File: src/rtl/octal_mon_pkg.sv
// Shared widths, thresholds and FSM encoding for the octal decode monitor.
package octal_mon_pkg;

  localparam int unsigned DecW        = 8;
  localparam int unsigned IdxW        = 3;
  localparam int unsigned CntW        = 16;
  // Counts below this index are expected to have the carry output high.
  localparam int unsigned CarryThresh = 4;

  typedef enum logic [1:0] {
    StAcquire = 2'd0,
    StLock    = 2'd1,
    StFault   = 2'd2
  } state_e;

endpackage

File: src/rtl/onehot_encoder.sv
// Combinational 1-of-8 to binary encoder with a legality flag (exactly one bit set).
module onehot_encoder
  import octal_mon_pkg::*;
(
  input  logic [DecW-1:0] dec_i,
  output logic [IdxW-1:0] idx_o,
  output logic            legal_o
);

  localparam int unsigned OnesW = $clog2(DecW + 1);

  logic [OnesW-1:0] ones;

  // Count set bits and remember the position of a set bit.
  always_comb begin
    idx_o = '0;
    ones  = '0;
    for (int unsigned i = 0; i < DecW; i++) begin
      if (dec_i[i]) begin
        idx_o = IdxW'(i);
        ones  = ones + OnesW'(1);
      end
    end
    legal_o = (ones == OnesW'(1));
  end

endmodule

File: src/rtl/octal_decode_monitor.sv
// Monitors the decoded outputs of an octal Johnson counter: tracks the count index,
// flags sequence/one-hot/carry errors and counts full 7->0 cycles.
module octal_decode_monitor
  import octal_mon_pkg::*;
(
  input  logic            clk_i,
  input  logic            rst_ni,
  input  logic            enable_i,
  input  logic [DecW-1:0] decoded_i,
  input  logic            carry_i,
  input  logic            clear_err_i,
  output logic [IdxW-1:0] index_o,
  output logic            index_valid_o,
  output logic            step_o,
  output logic            wrap_o,
  output logic [CntW-1:0] cycle_count_o,
  output logic            err_onehot_o,
  output logic            err_seq_o,
  output logic            err_carry_o
);

  // Stage 1 input registers.
  logic [DecW-1:0] dec_s1_q;
  logic            carry_s1_q, en_s1_q;

  // Stage 2 state and registered outputs.
  state_e          state_q, state_d;
  logic [IdxW-1:0] index_q, index_d;
  logic            step_q, step_d, wrap_q, wrap_d;
  logic [CntW-1:0] cycle_count_q, cycle_count_d;
  logic            err_onehot_q, err_onehot_d;
  logic            err_seq_q, err_seq_d;
  logic            err_carry_q, err_carry_d;

  logic [IdxW-1:0] enc_idx, idx_next;
  logic            enc_legal, carry_exp;
  logic            new_onehot, new_seq, new_carry;

  onehot_encoder u_enc (
    .dec_i   (dec_s1_q),
    .idx_o   (enc_idx),
    .legal_o (enc_legal)
  );

  assign idx_next  = index_q + IdxW'(1);
  assign carry_exp = (32'(enc_idx) < CarryThresh);

  // Capture raw inputs; evaluation always works on the previous cycle's sample.
  always_ff @(posedge clk_i or negedge rst_ni) begin
    if (!rst_ni) begin
      dec_s1_q   <= '0;
      carry_s1_q <= 1'b0;
      en_s1_q    <= 1'b0;
    end else begin
      dec_s1_q   <= decoded_i;
      carry_s1_q <= carry_i;
      en_s1_q    <= enable_i;
    end
  end

  // Next-state: FSM transitions, index tracking, pulses, cycle count and sticky errors.
  always_comb begin
    state_d       = state_q;
    index_d       = index_q;
    step_d        = 1'b0;
    wrap_d        = 1'b0;
    cycle_count_d = cycle_count_q;
    new_onehot    = 1'b0;
    new_seq       = 1'b0;
    new_carry     = 1'b0;

    if (en_s1_q) begin
      if (enc_legal) begin
        new_carry = (carry_s1_q != carry_exp);
        case (state_q)
          StLock: begin
            if (enc_idx == idx_next) begin
              step_d  = 1'b1;
              index_d = enc_idx;
              if (index_q == IdxW'(DecW - 1)) begin
                wrap_d        = 1'b1;
                cycle_count_d = cycle_count_q + CntW'(1);
              end
            end else if (enc_idx != index_q) begin
              new_seq = 1'b1;
              index_d = enc_idx;
            end
          end
          default: begin
            // Acquire or fault: resynchronise on any legal sample without pulsing.
            state_d = StLock;
            index_d = enc_idx;
          end
        endcase
      end else begin
        new_onehot = 1'b1;
        if (state_q == StLock) state_d = StFault;
      end
    end

    // A newly detected error overrides a coincident clear.
    err_onehot_d = (clear_err_i ? 1'b0 : err_onehot_q) | new_onehot;
    err_seq_d    = (clear_err_i ? 1'b0 : err_seq_q)    | new_seq;
    err_carry_d  = (clear_err_i ? 1'b0 : err_carry_q)  | new_carry;
  end

  // Stage 2 state register.
  always_ff @(posedge clk_i or negedge rst_ni) begin
    if (!rst_ni) begin
      state_q       <= StAcquire;
      index_q       <= '0;
      step_q        <= 1'b0;
      wrap_q        <= 1'b0;
      cycle_count_q <= '0;
      err_onehot_q  <= 1'b0;
      err_seq_q     <= 1'b0;
      err_carry_q   <= 1'b0;
    end else begin
      state_q       <= state_d;
      index_q       <= index_d;
      step_q        <= step_d;
      wrap_q        <= wrap_d;
      cycle_count_q <= cycle_count_d;
      err_onehot_q  <= err_onehot_d;
      err_seq_q     <= err_seq_d;
      err_carry_q   <= err_carry_d;
    end
  end

  assign index_o       = index_q;
  assign index_valid_o = (state_q == StLock);
  assign step_o        = step_q;
  assign wrap_o        = wrap_q;
  assign cycle_count_o = cycle_count_q;
  assign err_onehot_o  = err_onehot_q;
  assign err_seq_o     = err_seq_q;
  assign err_carry_o   = err_carry_q;

endmodule

File: config.mk
export PLATFORM = sky130hd
export DESIGN_NAME = octal_decode_monitor
export DESIGN_NICKNAME = d
export VERILOG_FILES = /design/src/rtl/octal_mon_pkg.sv /design/src/rtl/onehot_encoder.sv /design/src/rtl/octal_decode_monitor.sv
export SDC_FILE = /design/constraint.sdc
export NUM_CORES = 1
export LEC_CHECK = 0
export BUFFER_PORTS_ARGS = -buffer_cell sky130_fd_sc_hd__buf_2
export CAP_MARGIN = 10
export CORE_ASPECT_RATIO = 1.4
export CORE_MARGIN = 2
export CORE_UTILIZATION = 40
export CTS_BUF_LIST = sky130_fd_sc_hd__clkbuf_16
export DETAILED_ROUTE_END_ITERATION = 12
export MAX_ROUTING_LAYER = met4
export PLACE_DENSITY = 0.61
export SYNTH_ARGS = -nofsm -noshare
export SYNTH_HDL_FRONTEND = slang
export SYNTH_SLANG_ARGS = --single-unit
File: constraint.sdc
create_clock -name clk_i -period 5.6 [get_ports clk_i]
set_input_delay 1.12 -clock clk_i [delete_from_list [all_inputs] [get_ports clk_i]]
set_output_delay 1.12 -clock clk_i [all_outputs]
set_load 0.01 [all_outputs]
==> flow_summary.json <==
{
  "min_path_type": "reg -> reg",
  "post_cts_buffers": 0,
  "drtIter0Drc": 35,
  "grt_setup_unrepaired": "no",
  "ys.flop_type": "dfrtp_1",
  "clock_path_buffers": 2,
  "slew_viol_final": 0,
  "worst_pin_slew_ns": 0.764,
  "placed_cells": 295,
  "die_w_um": 64.9,
  "crit_top_cell": "ha_1",
  "cts_tree": "yes",
  "ant_nets": 0,
  "critPathKind": "reg -> reg",
  "antenna_cells": 0,
  "yosys.area.top_type": "dfrtp_1",
  "critPathRequiredTime_ns": 5.76,
  "synth-seq-cells": 36,
  "clkLatencyLatePin_ns": 0.28,
  "relSlewSlack": 0.491,
  "cts_sinks": 36,
  "gp_congestion": 0.802,
  "grt_pass1_wl_um": 7020,
  "grt_max_degree": 37,
  "ys_warn_count": 0,
  "first_pass_iters": 4,
  "cp-start-kind": "flip-flop",
  "wirelength_um": 4160,
  "cts_buffers": 5,
  "syn_nets": 220,
  "skew_ns": 0.00463,
  "syn_inst": 197,
  "hold_viol": 0,
  "synth.distinct_cells": 50,
  "ios": 38,
  "grt_pass1_vias": 1559,
  "fin_crit_sh": 0.907,
  "fin_cells": 303,
  "syn_area_per_cell_um2": 10.5,
  "critical-path-max-stage-delay_ns": 0.48,
  "yosys.area.top_type_share": 0.434,
  "layout-drive-gt1-share": 0.245,
  "wl_per_cell_um": 13.7,
  "endpoint_kind": "flip-flop",
  "fin_crit_ns": 5.08,
  "grt_overflow": 0,
  "cts.hold.buffers_added": 0,
  "root_buffer": "clkbuf_16",
  "placementRows": 31,
  "power_density_nw_per_um2": 350,
  "die_area_um2": 5790,
  "syn_area_um2": 2080,
  "synth_common_cells": "dfrtp_1, xnor2_1, nand2_1",
  "status": "complete, no violations",
  "pre_cts_ws_ns": 0.508,
  "fin_ws_ns": 0.518,
  "vias_per_cell": 5.17,
  "maxCapViolCount": 0,
  "post-route-drc-count": 0,
  "power_leakage_uw": 0.00116,
  "fin_nets": 259,
  "worstPathCellList": "inv_1 -> ha_1 -> xor2_2 -> ha_1 -> nand2_1 -> o31ai_1 -> ha_1 -> mux2_2 -> ha_1 -> a221o_1 -> ha_1 -> mux2_2 -> ha_1 -> and2_1 -> xnor2_1 -> a222oi_1 -> nor3_2 -> nand2_4 -> mux2_4",
  "async_reset_ff_frac": 1.00,
  "synth_area_leaders": "dfrtp_1, xnor2_1, ha_1",
  "synth-edff-count": 0,
  "numPortBuffers": 37,
  "vias": 1567,
  "htree_levels": 2,
  "fp.dieH_um": 89.3,
  "core_um2": 5080,
  "dpl.hpwl_um": 3030,
  "cp_max_fo": 7,
  "syn_to_final_growth_pct": 18.3,
  "fillCellCount": 495,
  "slowest_stage": "a222oi_1",
  "fin_tns_setup_ns": 0,
  "ys_seq_area_frac": 0.434,
  "irDropWorstVdd_uv": 174,
  "setup-violations-final": 0,
  "fmax_ghz": 0.197,
  "antenna_found_initial": 0,
  "worstPathArrival_ns": 5.25,
  "clkTransAtPathRegs_ns": 0.06,
  "grt_usage": 0.164,
  "cts_resized": 0,
  "yosysMostFrequentCell": "dfrtp_1",
  "start_util": 0.409
}
-- report_power, final --
group	leakage [µW]	total [µW]	switching [µW]	internal, µW
Clock	0.0000687	264	102	161
Combinational	0.000636	275	144	131
Sequential	0.000460	320	32.6	288
-- worst max-delay path, delay by kind of cell (launching register included) --
family,cells,cell delay (ns)
AOI/OAI and AO/OA,3,0.98
xor gates and xnor gates,2,0.41
adders and majority gates,6,1.74
buffers and inverters,1,0.05
DFF,1,0.36
muxes,3,0.84
and+or+nand+nor,4,0.61
-- metal layers --
metal / part of all wire / GRT usage / vias up
li1: - / - / 772
met1: 0.43 / 0.182 / 752
met2: 0.51 / 0.284 / 36
met3: 0.040 / 0.0277 / 7
met4: 0.019 / 0.0812 / 0
met5: 0 / - / -
-- through the flow --
step / power (µW) / hold slack (ns) / instance area (µm²) / util
after floorplan: 528 / 0.492 / 2080 / -
after global placement: 600 / 0.459 / 2320 / 0.456
after detailed placement: 601 / 0.463 / 2320 / 0.456
after CTS: 871 / 0.470 / 2460 / 0.484
after global routing: 923 / 0.512 / 2460 / 0.484
final: 859 / 0.468 / 2460 / 0.484
-- cell type report --
cell class / count / area [µm²] / share of cell area
timing repair buffer: 39 / 200 / 0.0815
clock buffer: 5 / 125 / 0.0509
sequential: 36 / 901 / 0.367
multi-input combinational: 144 / 1100 / 0.446
clock inverter: 3 / 15.0 / 0.00611
tap: 66 / 82.6 / 0.0336
inverter: 10 / 37.5 / 0.0153
-- sequential cells by signal (all words and copies together) (netlist names) --
signal         flops
en_s1_q            1
step_o             1
err_onehot_o       1
index_o            3
dec_s1_q           8
cycle_count_o     16
carry_s1_q         1
err_carry_o        1
err_seq_o          1
state_q            2
wrap_o             1
-- final timing paths --
check	startpoint	to	slack (ns)	depth (start not counted)
setup / recovery	dec_s1_q[1]	index_o[2]	0.52	19
hold / removal	cycle_count_o[15]	cycle_count_o[15]	0.47	1
setup reg to reg	dec_s1_q[1]	index_o[2]	0.52	19
hold reg to reg	cycle_count_o[15]	cycle_count_o[15]	0.47	1
max in group asynchronous	rst_ni	cycle_count_o[3]	4.19	1
min in group asynchronous	rst_ni	index_o[2]	0.91	1
-- logic make-up after synthesis --
| group | share of synthesized area |
|---|---|
| buffers and inverters | 0.0386 |
| AND/OR/NAND/NOR | 0.192 |
| multiplexers | 0.0506 |
| flip-flops | 0.434 |
| adder cells (fa/ha/maj) | 0.0602 |
| AO/OA/AOI/OAI | 0.0934 |
| XOR/XNOR | 0.132 |
-- placed cells by master, fill, tap and decap left out, drive strengths merged, types with 2 or more instances in the layout --
cell type and instances:
dfrtp 36, xor2 6, a311oi 2, nor3b 3
nor3 4, o22ai 3, nand3 9, o21ai 8
xnor2 21, mux2 6, a21oi 4, nor2 9
ha 10, nand2b 3, mux2i 3, and2 3
o31ai 2, nand4 5, buf 39, and4 3
nand2 17, inv 11, clkbuf 5, and3 6
(Power assumes the default switching activity.)
